## config.mk

```make
export PLATFORM = sky130hd
export DESIGN_NAME = spike_rate_monitor_flat
export DESIGN_NICKNAME = d
export VERILOG_FILES = /design/src/rtl/spike_rate_monitor_if.sv /design/src/rtl/spike_rate_monitor.sv /design/src/flat_wrapper.sv
export SDC_FILE = /design/constraint.sdc
export NUM_CORES = 1
export LEC_CHECK = 0
export CAP_MARGIN = 0
export CORE_ASPECT_RATIO = 1.25
export CORE_MARGIN = 8
export CORE_UTILIZATION = 56
export CTS_CLUSTER_DIAMETER = 120
export CTS_CLUSTER_SIZE = 40
export DETAILED_ROUTE_END_ITERATION = 6
export PLACE_DENSITY = 0.89
export SETUP_SLACK_MARGIN = 0.2
export SYNTH_ARGS = -nofsm -noshare
export SYNTH_HDL_FRONTEND = slang
export SYNTH_SLANG_ARGS = --single-unit
export TNS_END_PERCENT = 1
```

## constraint.sdc

```tcl
create_clock -name clk -period 1.85 [get_ports clk]
set_clock_uncertainty 0.1 [all_clocks]
set_input_delay 0.37 -clock clk [delete_from_list [all_inputs] [get_ports clk]]
set_output_delay 0.37 -clock clk [all_outputs]
set_load 0.01 [all_outputs]
```

## src/rtl/spike_rate_monitor_if.sv

```systemverilog
`default_nettype none
// ============================================================================
//  Module      : spike_rate_monitor_if
//  Description : Bundles the neuron-side inputs (enable, spike) and the
//                statistics outputs (rate, isi, burst and their valid
//                pulses) of the spike rate monitor into one interface.
//                  master : the driver of enable/spike, consumer of results
//                  slave  : the spike_rate_monitor itself
//                Ports carried:
//                  enable      1      hold all counters/outputs when low
//                  spike       1      raw spike level from the neuron
//                  rate        CNT_W  onset count of last completed window
//                  rate_valid  1      one-cycle pulse when rate updates
//                  isi         ISI_W  last onset-to-onset distance
//                  isi_valid   1      one-cycle pulse when isi updates
//                  burst       1      burst-in-progress level
//  Revision    : 1.0 - initial release
// ============================================================================
interface spike_rate_monitor_if #(
  parameter int CNT_W = 8,
  parameter int ISI_W = 8
);
  logic             enable;
  logic             spike;
  logic [CNT_W-1:0] rate;
  logic             rate_valid;
  logic [ISI_W-1:0] isi;
  logic             isi_valid;
  logic             burst;

  modport master (
    output enable,
    output spike,
    input  rate,
    input  rate_valid,
    input  isi,
    input  isi_valid,
    input  burst
  );

  modport slave (
    input  enable,
    input  spike,
    output rate,
    output rate_valid,
    output isi,
    output isi_valid,
    output burst
  );
endinterface
`default_nettype wire

```

## src/rtl/spike_rate_monitor.sv

```systemverilog
`default_nettype none
// ============================================================================
//  Module      : spike_rate_monitor
//  Description : Watches the 1-bit spike output of a neuron, detects rising
//                edges (onsets) and produces three activity statistics:
//                  - rate  : number of onsets in the last completed window of
//                            WINDOW_CYCLES enabled cycles (saturating)
//                  - isi   : most recent onset-to-onset distance in cycles
//                            (saturating at 2^ISI_W-1)
//                  - burst : high while BURST_LEN consecutive short ISIs
//                            (<= BURST_ISI) have been seen and no long gap
//                            has elapsed since the last onset
//                All outputs are registered. enable=0 freezes every counter
//                and output; the valid pulses are forced low.
//  Ports       : clk    - single clock, rising edge
//                reset  - synchronous, active-high
//                mon    - spike_rate_monitor_if.slave (enable, spike in;
//                         rate/rate_valid/isi/isi_valid/burst out)
//  Revision    : 1.0 - initial release
// ============================================================================
module spike_rate_monitor #(
  parameter int WINDOW_CYCLES = 256,
  parameter int CNT_W         = 8,
  parameter int ISI_W         = 8,
  parameter int BURST_ISI     = 3,
  parameter int BURST_LEN     = 3
) (
  input  wire logic            clk,
  input  wire logic            reset,
  spike_rate_monitor_if.slave  mon
);

  // --------------------------------------------------------------------------
  // Derived widths and constants
  // --------------------------------------------------------------------------
  localparam int WIN_W = (WINDOW_CYCLES > 2) ? $clog2(WINDOW_CYCLES) : 1;
  localparam int RUN_W = (BURST_LEN > 1) ? $clog2(BURST_LEN + 1) : 1;

  localparam logic [WIN_W-1:0] WIN_LAST = WIN_W'(WINDOW_CYCLES - 1);
  localparam logic [CNT_W-1:0] CNT_MAX  = {CNT_W{1'b1}};
  localparam logic [ISI_W-1:0] ISI_MAX  = {ISI_W{1'b1}};
  localparam logic [ISI_W-1:0] ISI_ONE  = ISI_W'(1);
  localparam logic [RUN_W-1:0] RUN_MAX  = RUN_W'(BURST_LEN);

  // A short-ISI threshold beyond the counter range means every ISI is short.
  localparam logic [ISI_W-1:0] ISI_SHORT =
      (BURST_ISI >= (2 ** ISI_W) - 1) ? ISI_MAX : ISI_W'(BURST_ISI);

  // --------------------------------------------------------------------------
  // State
  // --------------------------------------------------------------------------
  logic             spike_d;
  logic [WIN_W-1:0] win_cnt;
  logic [CNT_W-1:0] spike_cnt;
  logic [ISI_W-1:0] isi_cnt;
  logic             seen_first;
  logic [RUN_W-1:0] run;

  logic [CNT_W-1:0] rate_q;
  logic             rate_valid_q;
  logic [ISI_W-1:0] isi_q;
  logic             isi_valid_q;
  logic             burst_q;

  // --------------------------------------------------------------------------
  // Combinational helpers
  // --------------------------------------------------------------------------
  logic             onset;
  logic             win_last;
  logic [CNT_W-1:0] spike_cnt_inc;
  logic [ISI_W-1:0] isi_cnt_inc;
  logic             isi_long;
  logic [RUN_W-1:0] run_next;

  // spike_d tracks even while disabled, so a level that rose while the
  // block was frozen is not seen as a fresh onset after re-enable.
  assign onset    = mon.enable & mon.spike & ~spike_d;
  assign win_last = (win_cnt == WIN_LAST);

  // Onset count including the current cycle; this is also the value
  // published at window end, so an onset in the last cycle still counts.
  assign spike_cnt_inc = (onset && (spike_cnt != CNT_MAX)) ? spike_cnt + 1'b1
                                                           : spike_cnt;

  assign isi_cnt_inc = (isi_cnt != ISI_MAX) ? isi_cnt + 1'b1 : isi_cnt;

  // isi_cnt at an onset equals the distance to the previous onset.
  assign isi_long = (isi_cnt > ISI_SHORT);

  // Burst run length. A long ISI on an onset breaks the run; between onsets,
  // once the running distance is already long no short ISI can follow, so
  // the run is cleared immediately (timeout) instead of at the next onset.
  always_comb begin
    run_next = run;
    if (onset && seen_first) begin
      if (isi_long) begin
        run_next = '0;
      end else if (run != RUN_MAX) begin
        run_next = run + 1'b1;
      end
    end else if (mon.enable && !onset && seen_first && isi_long) begin
      run_next = '0;
    end
  end

  // --------------------------------------------------------------------------
  // Edge detector register
  // --------------------------------------------------------------------------
  always_ff @(posedge clk) begin
    if (reset) begin
      spike_d <= 1'b0;
    end else begin
      spike_d <= mon.spike;
    end
  end

  // --------------------------------------------------------------------------
  // Window / rate path
  // --------------------------------------------------------------------------
  always_ff @(posedge clk) begin
    if (reset) begin
      win_cnt      <= '0;
      spike_cnt    <= '0;
      rate_q       <= '0;
      rate_valid_q <= 1'b0;
    end else begin
      rate_valid_q <= 1'b0;
      if (mon.enable) begin
        if (win_last) begin
          win_cnt      <= '0;
          spike_cnt    <= '0;
          rate_q       <= spike_cnt_inc;
          rate_valid_q <= 1'b1;
        end else begin
          win_cnt      <= win_cnt + 1'b1;
          spike_cnt    <= spike_cnt_inc;
        end
      end
    end
  end

  // --------------------------------------------------------------------------
  // Inter-spike interval path
  // --------------------------------------------------------------------------
  always_ff @(posedge clk) begin
    if (reset) begin
      isi_cnt     <= '0;
      seen_first  <= 1'b0;
      isi_q       <= '0;
      isi_valid_q <= 1'b0;
    end else begin
      isi_valid_q <= 1'b0;
      if (onset) begin
        // Counting restarts at 1 so the value read at the next onset is the
        // true edge-to-edge distance.
        isi_cnt    <= ISI_ONE;
        seen_first <= 1'b1;
        if (seen_first) begin
          isi_q       <= isi_cnt;
          isi_valid_q <= 1'b1;
        end
      end else if (mon.enable) begin
        isi_cnt <= isi_cnt_inc;
      end
    end
  end

  // --------------------------------------------------------------------------
  // Burst path
  // --------------------------------------------------------------------------
  always_ff @(posedge clk) begin
    if (reset) begin
      run     <= '0;
      burst_q <= 1'b0;
    end else if (mon.enable) begin
      run     <= run_next;
      burst_q <= (run_next >= RUN_MAX);
    end
  end

  // --------------------------------------------------------------------------
  // Outputs
  // --------------------------------------------------------------------------
  assign mon.rate       = rate_q;
  assign mon.rate_valid = rate_valid_q;
  assign mon.isi        = isi_q;
  assign mon.isi_valid  = isi_valid_q;
  assign mon.burst      = burst_q;

endmodule
`default_nettype wire

```

## src/flat_wrapper.sv

```systemverilog
// flat-port wrapper written by rule: the top's interface ports become plain ports
module spike_rate_monitor_flat 
#(
  parameter int WINDOW_CYCLES = 256,
  parameter int CNT_W         = 8,
  parameter int ISI_W         = 8,
  parameter int BURST_ISI     = 3,
  parameter int BURST_LEN     = 3
)
  (clk, reset, mon_enable, mon_spike, mon_rate, mon_rate_valid, mon_isi, mon_isi_valid, mon_burst);
  spike_rate_monitor_if #(.CNT_W(CNT_W), .ISI_W(ISI_W)) mon_i ();
  input  wire logic clk;
  input  wire logic reset;
  input wire logic [$bits(mon_i.enable)-1:0] mon_enable;
  input wire logic [$bits(mon_i.spike)-1:0] mon_spike;
  output wire logic [$bits(mon_i.rate)-1:0] mon_rate;
  output wire logic [$bits(mon_i.rate_valid)-1:0] mon_rate_valid;
  output wire logic [$bits(mon_i.isi)-1:0] mon_isi;
  output wire logic [$bits(mon_i.isi_valid)-1:0] mon_isi_valid;
  output wire logic [$bits(mon_i.burst)-1:0] mon_burst;
  assign mon_i.enable = mon_enable;
  assign mon_i.spike = mon_spike;
  assign mon_rate = mon_i.rate;
  assign mon_rate_valid = mon_i.rate_valid;
  assign mon_isi = mon_i.isi;
  assign mon_isi_valid = mon_i.isi_valid;
  assign mon_burst = mon_i.burst;
  spike_rate_monitor #(.WINDOW_CYCLES(WINDOW_CYCLES), .CNT_W(CNT_W), .ISI_W(ISI_W), .BURST_ISI(BURST_ISI), .BURST_LEN(BURST_LEN)) u_core (.clk(clk), .reset(reset), .mon(mon_i));
endmodule
```

[After elaboration in Yosys (flattened, before gate mapping)]
Index checks and enable logic that the tools add are counted.
Operators by class
  add/subtract/negate cells: 4
  order comparisons: 2
  equal/unequal tests: 4
  multiplexer cells: 12
  bitwise logic cells: 5
  reduce and logical (&&, ||, !) cells: 15
Operators with widths (count)
  adder 8 x 1 -> 8 bit (second input constant): 3
  two-way mux 8 bit: 3
  inequality test 8 bit (second input constant): 2
  equality test 8 bit (second input constant): 1
  > comparator 8 x 2 -> 1 bit (second input constant): 1
  two-way mux 2 bit: 4
  AND reduction 2 bit: 4
  OR reduction 2 bit: 3
  logical AND 1 bit: 5
  two-way mux 1 bit: 5
  nonzero test 2 bit: 2
  NOT 1 bit: 3
  adder 2 x 1 -> 2 bit (second input constant): 1
  AND 1 bit: 2
  >= comparator 2 bit (second input constant): 1
  inequality test 2 bit (second input constant): 1
  zero test 1 bit: 1
Word-level totals
  bits in registers: 47
  input bits: 4

[Logic depth before layout (Yosys ltp)]
  depth after elaboration: 9
  mapped depth: 7

[Least setup slack after synthesis]
Ideal clock, no wire load.
  kind: reg2reg
  start point: register u_core.spike_cnt[0]
  end point: register u_core.spike_cnt[5]
  library setup time: 0.115 ns
  arrival time: 1.506 ns
  required time: 1.635 ns
  setup slack: 0.129 ns
  stages on the path, launching flop included: 6
  buffers on the path: 0
  clock period less this slack: 1.721 ns
  path through: dfxtp_1 > ha_1 > and3_1 > or4b_1 > a21oi_1 > nor2_1
On the way
  longest elaborated chain between the ends: 4
  elaborated cells on any way between the ends: 5
  classes of those cells: 1 x add/sub; 1 x eq/ne; 2 x mux; 1 x reduce/logical
Ends and longest elaborated chain
  start, declared: RTL line spike_rate_monitor.sv:54  | logic [CNT_W-1:0] spike_cnt;
  start signal, assigned: RTL line spike_rate_monitor.sv:136  | spike_cnt <= spike_cnt_inc;
  parallel branches: the longest is 2 deep, another holds adder 8 x 1 -> 8 bit
  two-way mux 8 bit *: RTL line spike_rate_monitor.sv:82  | assign spike_cnt_inc = (onset && (spike_cnt != CNT_MAX)) ? spike_cnt + 1'b1
  two-way mux 8 bit *: RTL line spike_rate_monitor.sv:129  | if (win_last) begin
Every way passes the cells marked *.
A chain may end at the register's enable or synchronous reset.

[Worst setup path after layout]
  start point: register u_core.isi_cnt[0]
  end point: register u_core.isi_cnt[4]
On the way
  longest elaborated chain between the ends: 2
  elaborated cells on any way between the ends: 3
  classes of those cells: 1 x add/sub; 1 x eq/ne; 1 x reduce/logical
Ends and longest elaborated chain
  start, declared: RTL line spike_rate_monitor.sv:55  | logic [ISI_W-1:0] isi_cnt;
  start signal, assigned: RTL line spike_rate_monitor.sv:163  | isi_cnt <= isi_cnt_inc;
  parallel branches: the longest is 2 deep, another holds adder 8 x 1 -> 8 bit
Parallel ways; which one is timed is not known.

==> metrics <==
worst-margin pin slew 0.3553 ns; Main synth FF type dfxtp_1; worst skew pair latency 0.30 ns; pins over their slew limit 0; leading cell type in the layout, fill and taps excluded dfxtp_1; Reg2Reg Depth 5; Highest Signal Layer met4; WP data required 1.95 ns; status finished clean; filler instances 274; Final period util 0.9168; Post-Syn Instances 257; largest net degree at the start of global routing 21; die width 72.06 microns; Core Region 3785 sq um; initial core utilization 0.5812; CP max FO 6; PwrDens 655.6 nW/um^2; EDFF count, synth 0; via count 1976; slowest CP cell dfxtp_1; commonest cells after routing, fill and taps aside 44 x dfxtp_1, 34 x nand2_1, 31 x a21oi_1; WL met2 2633 microns; number of H-tree levels 2; critical path capture point type flop; routability-driven placement congestion ratio 0.8452; data arrival time of the worst path 1.79 ns; Die ar. 6202 sq um; Distinct cells, synth 49; Vias/cell 5.761; Syn Nets 264; DR DRC count 0; endpoint of the worst hold path u_core.mon.rate[3]$_SDFFE_PP0P_; final core utilization 0.7174; drt first pass iters 4; Routed Antenna Nets 0; Worst Hold Margin 0.3552 ns; ant diodes 0; asr flop ratio synth 0; Setup TNS 0 ns; Max-slew headroom 0.7628; final worst path period need 1.696 ns; Multi-input gate area 1179 sq um; FF-to-FF setup slack 0.15 ns; I/O pins 23; first-pass GRT wire length 8769 microns; hold path startpoint u_core.mon.rate[3]$_SDFFE_PP0P_; Synth warnings 0; Sequential cell area 949.7 sq um; DRT met1 WL 2152 microns; wire length on met3 417 microns; Worst VDD drop 503.2 uV; design area 2715 sq um; gr ovfl total 0; setup repair after global routing missed its margin true; post-synthesis sequential area ratio 0.4278; drt total wl 5273 microns; startpoint types flop; initial antenna violation count 0; Final nets 296; crit path kind reg -> reg; area post-placement 2561 sq um; share of cells above drive strength 1 0.1592; maximum clock path buffer count 2; gr usage total 0.1738; initial detailed-routing violation count 110; Worst-path clk slew 0.08 ns; fmax 589.6 MHz; Layout area overhead 23.44%; max-cap check violation count 0; DIE HEIGHT 86.07 microns; CTS tree done; Buffers on Ports 22; slowest cell delay on critical path 0.43 ns; detailed placement HPWL 3649 microns; Synth Cell Area 2200 sq um; vias in the first global route 1988; hold depth 2; Rows 25; FF+latch count, synth 47; Post-Syn Area per Cell 8.559 sq um; Routed wire per std cell 15.37 microns; Pleak 0.9892 nW; Final Hold Fails 0; worst path cell trace ha_1, nand3_1, a211oi_1, xnor2_1, nor2_1; Reg-to-Reg End u_core.isi_cnt[4]$_SDFFE_PP0P_; Worst R2R Start u_core.isi_cnt[0]$_SDFFE_PP0P_; Finish-stage setup viols 0; Root Driver clkbuf_8; HP Class reg -> reg; CTS Buf Count 5; Sink Count 47
cells by family (layout without fill, tap and decap cells):
kind of cell | after synthesis | after routing | share of synthesized area
AO/OA/AOI/OAI | 62 | 62 | 0.1871
flip-flops | 47 | 47 | 0.4278
AND/OR/NAND/NOR | 110 | 110 | 0.2696
XOR/XNOR | 9 | 9 | 0.03583
buffers and inverters | 23 | 55 | 0.04892
multiplexers | 3 | 3 | 0.01365
adder cells (fa/ha/maj) | 3 | 3 | 0.01707
metrics by stage:
stage	cells	worst slack [ns]	total power, mW
after floorplan	257	0.2014	1.127
after global placement	334	-0.1459	1.164
after detailed placement	334	-0.2081	1.170
after CTS	343	0.1632	1.786
after global routing	343	0.1058	1.849
final	343	0.1540	1.780
sequential cells by signal, summed over array words and instances, names as in the netlist:
name / count
u_core.isi_cnt: 8
u_core.mon.burst: 1
u_core.mon.isi: 8
u_core.mon.isi_valid: 1
u_core.mon.rate: 8
u_core.mon.rate_valid: 1
u_core.run: 2
u_core.seen_first: 1
u_core.spike_cnt: 8
u_core.spike_d: 1
u_core.win_cnt: 8
how the worst max path moves through the flow:
stage | startpoint | endpoint | slack [ns] | cells past startpoint
after floorplan | u_core.spike_cnt[0]$_SDFFE_PP0P_ | u_core.spike_cnt[5]$_SDFFE_PP0P_ | 0.20 | 5
after global placement | mon_enable | u_core.isi_cnt[5]$_SDFFE_PP0P_ | -0.15 | 6
after detailed placement | mon_enable | u_core.isi_cnt[4]$_SDFFE_PP0P_ | -0.21 | 6
after CTS | u_core.spike_cnt[0]$_SDFFE_PP0P_ | u_core.mon.rate[5]$_SDFFE_PP0P_ | 0.16 | 5
after global routing | u_core.spike_cnt[0]$_SDFFE_PP0P_ | u_core.spike_cnt[5]$_SDFFE_PP0P_ | 0.11 | 5
final | u_core.isi_cnt[0]$_SDFFE_PP0P_ | u_core.isi_cnt[4]$_SDFFE_PP0P_ | 0.15 | 5
cell type report:
cell class / instances / area share
well taps: 54 / 0.02488
repair buffers: 45 / 0.1548
clock inverters: 1 / 0.001843
clock buffers: 6 / 0.03041
inverters: 3 / 0.004147
flip-flops and latches: 47 / 0.3498
multi-input cells: 187 / 0.4341
synth_stat cells, types with 3 or more instances:
master | instances | share of area
and3_1 | 5 | 0.014
mux2i_1 | 3 | 0.014
a21oi_1 | 31 | 0.071
nor3_1 | 4 | 0.0091
xor2_1 | 4 | 0.016
dfxtp_1 | 47 | 0.43
inv_1 | 3 | 0.0051
ha_1 | 3 | 0.017
nand4_1 | 5 | 0.014
and4_1 | 4 | 0.016
nand3_1 | 10 | 0.023
nor2_1 | 23 | 0.039
buf_2 | 10 | 0.023
a211oi_1 | 6 | 0.020
a31oi_1 | 4 | 0.011
nand2b_1 | 6 | 0.017
clkbuf_1 | 7 | 0.012
o21ai_0 | 4 | 0.0091
xnor2_1 | 5 | 0.020
nand2_1 | 34 | 0.058
worst max-delay path: cells and delay by family, from the launching register on:
kind | cells | cell delay, ns
flops | 1 | 0.43
fa+ha+maj | 1 | 0.33
compound gates | 1 | 0.32
simple gates | 2 | 0.25
xor+xnor | 1 | 0.17
power by group:
part | internal (mW) | switching [mW]
Clock | 0.294 | 0.333
Sequential | 1.02 | 0.0151
Combinational | 0.0530 | 0.0644
routing by layer:
| metal | track usage | vias up |
|---|---|---|
| met3 | 0.05951 | 8 |
| met4 | 0.06518 | 0 |
| met1 | 0.1914 | 920 |
| met2 | 0.2982 | 67 |
| met5 | 0 | - |
| li1 | - | 981 |
timing repair:
| action | CTS | global route |
|---|---|---|
| buffers inserted | 2 | 0 |
| pin swaps | 2 | 0 |
| endpoints found under the setup margin | 36 | 31 |
| resized for setup | 12 | 2 |
| hold buffers | 0 | 0 |
| cloned | 0 | 0 |
Power figures use the tool's default switching activity.
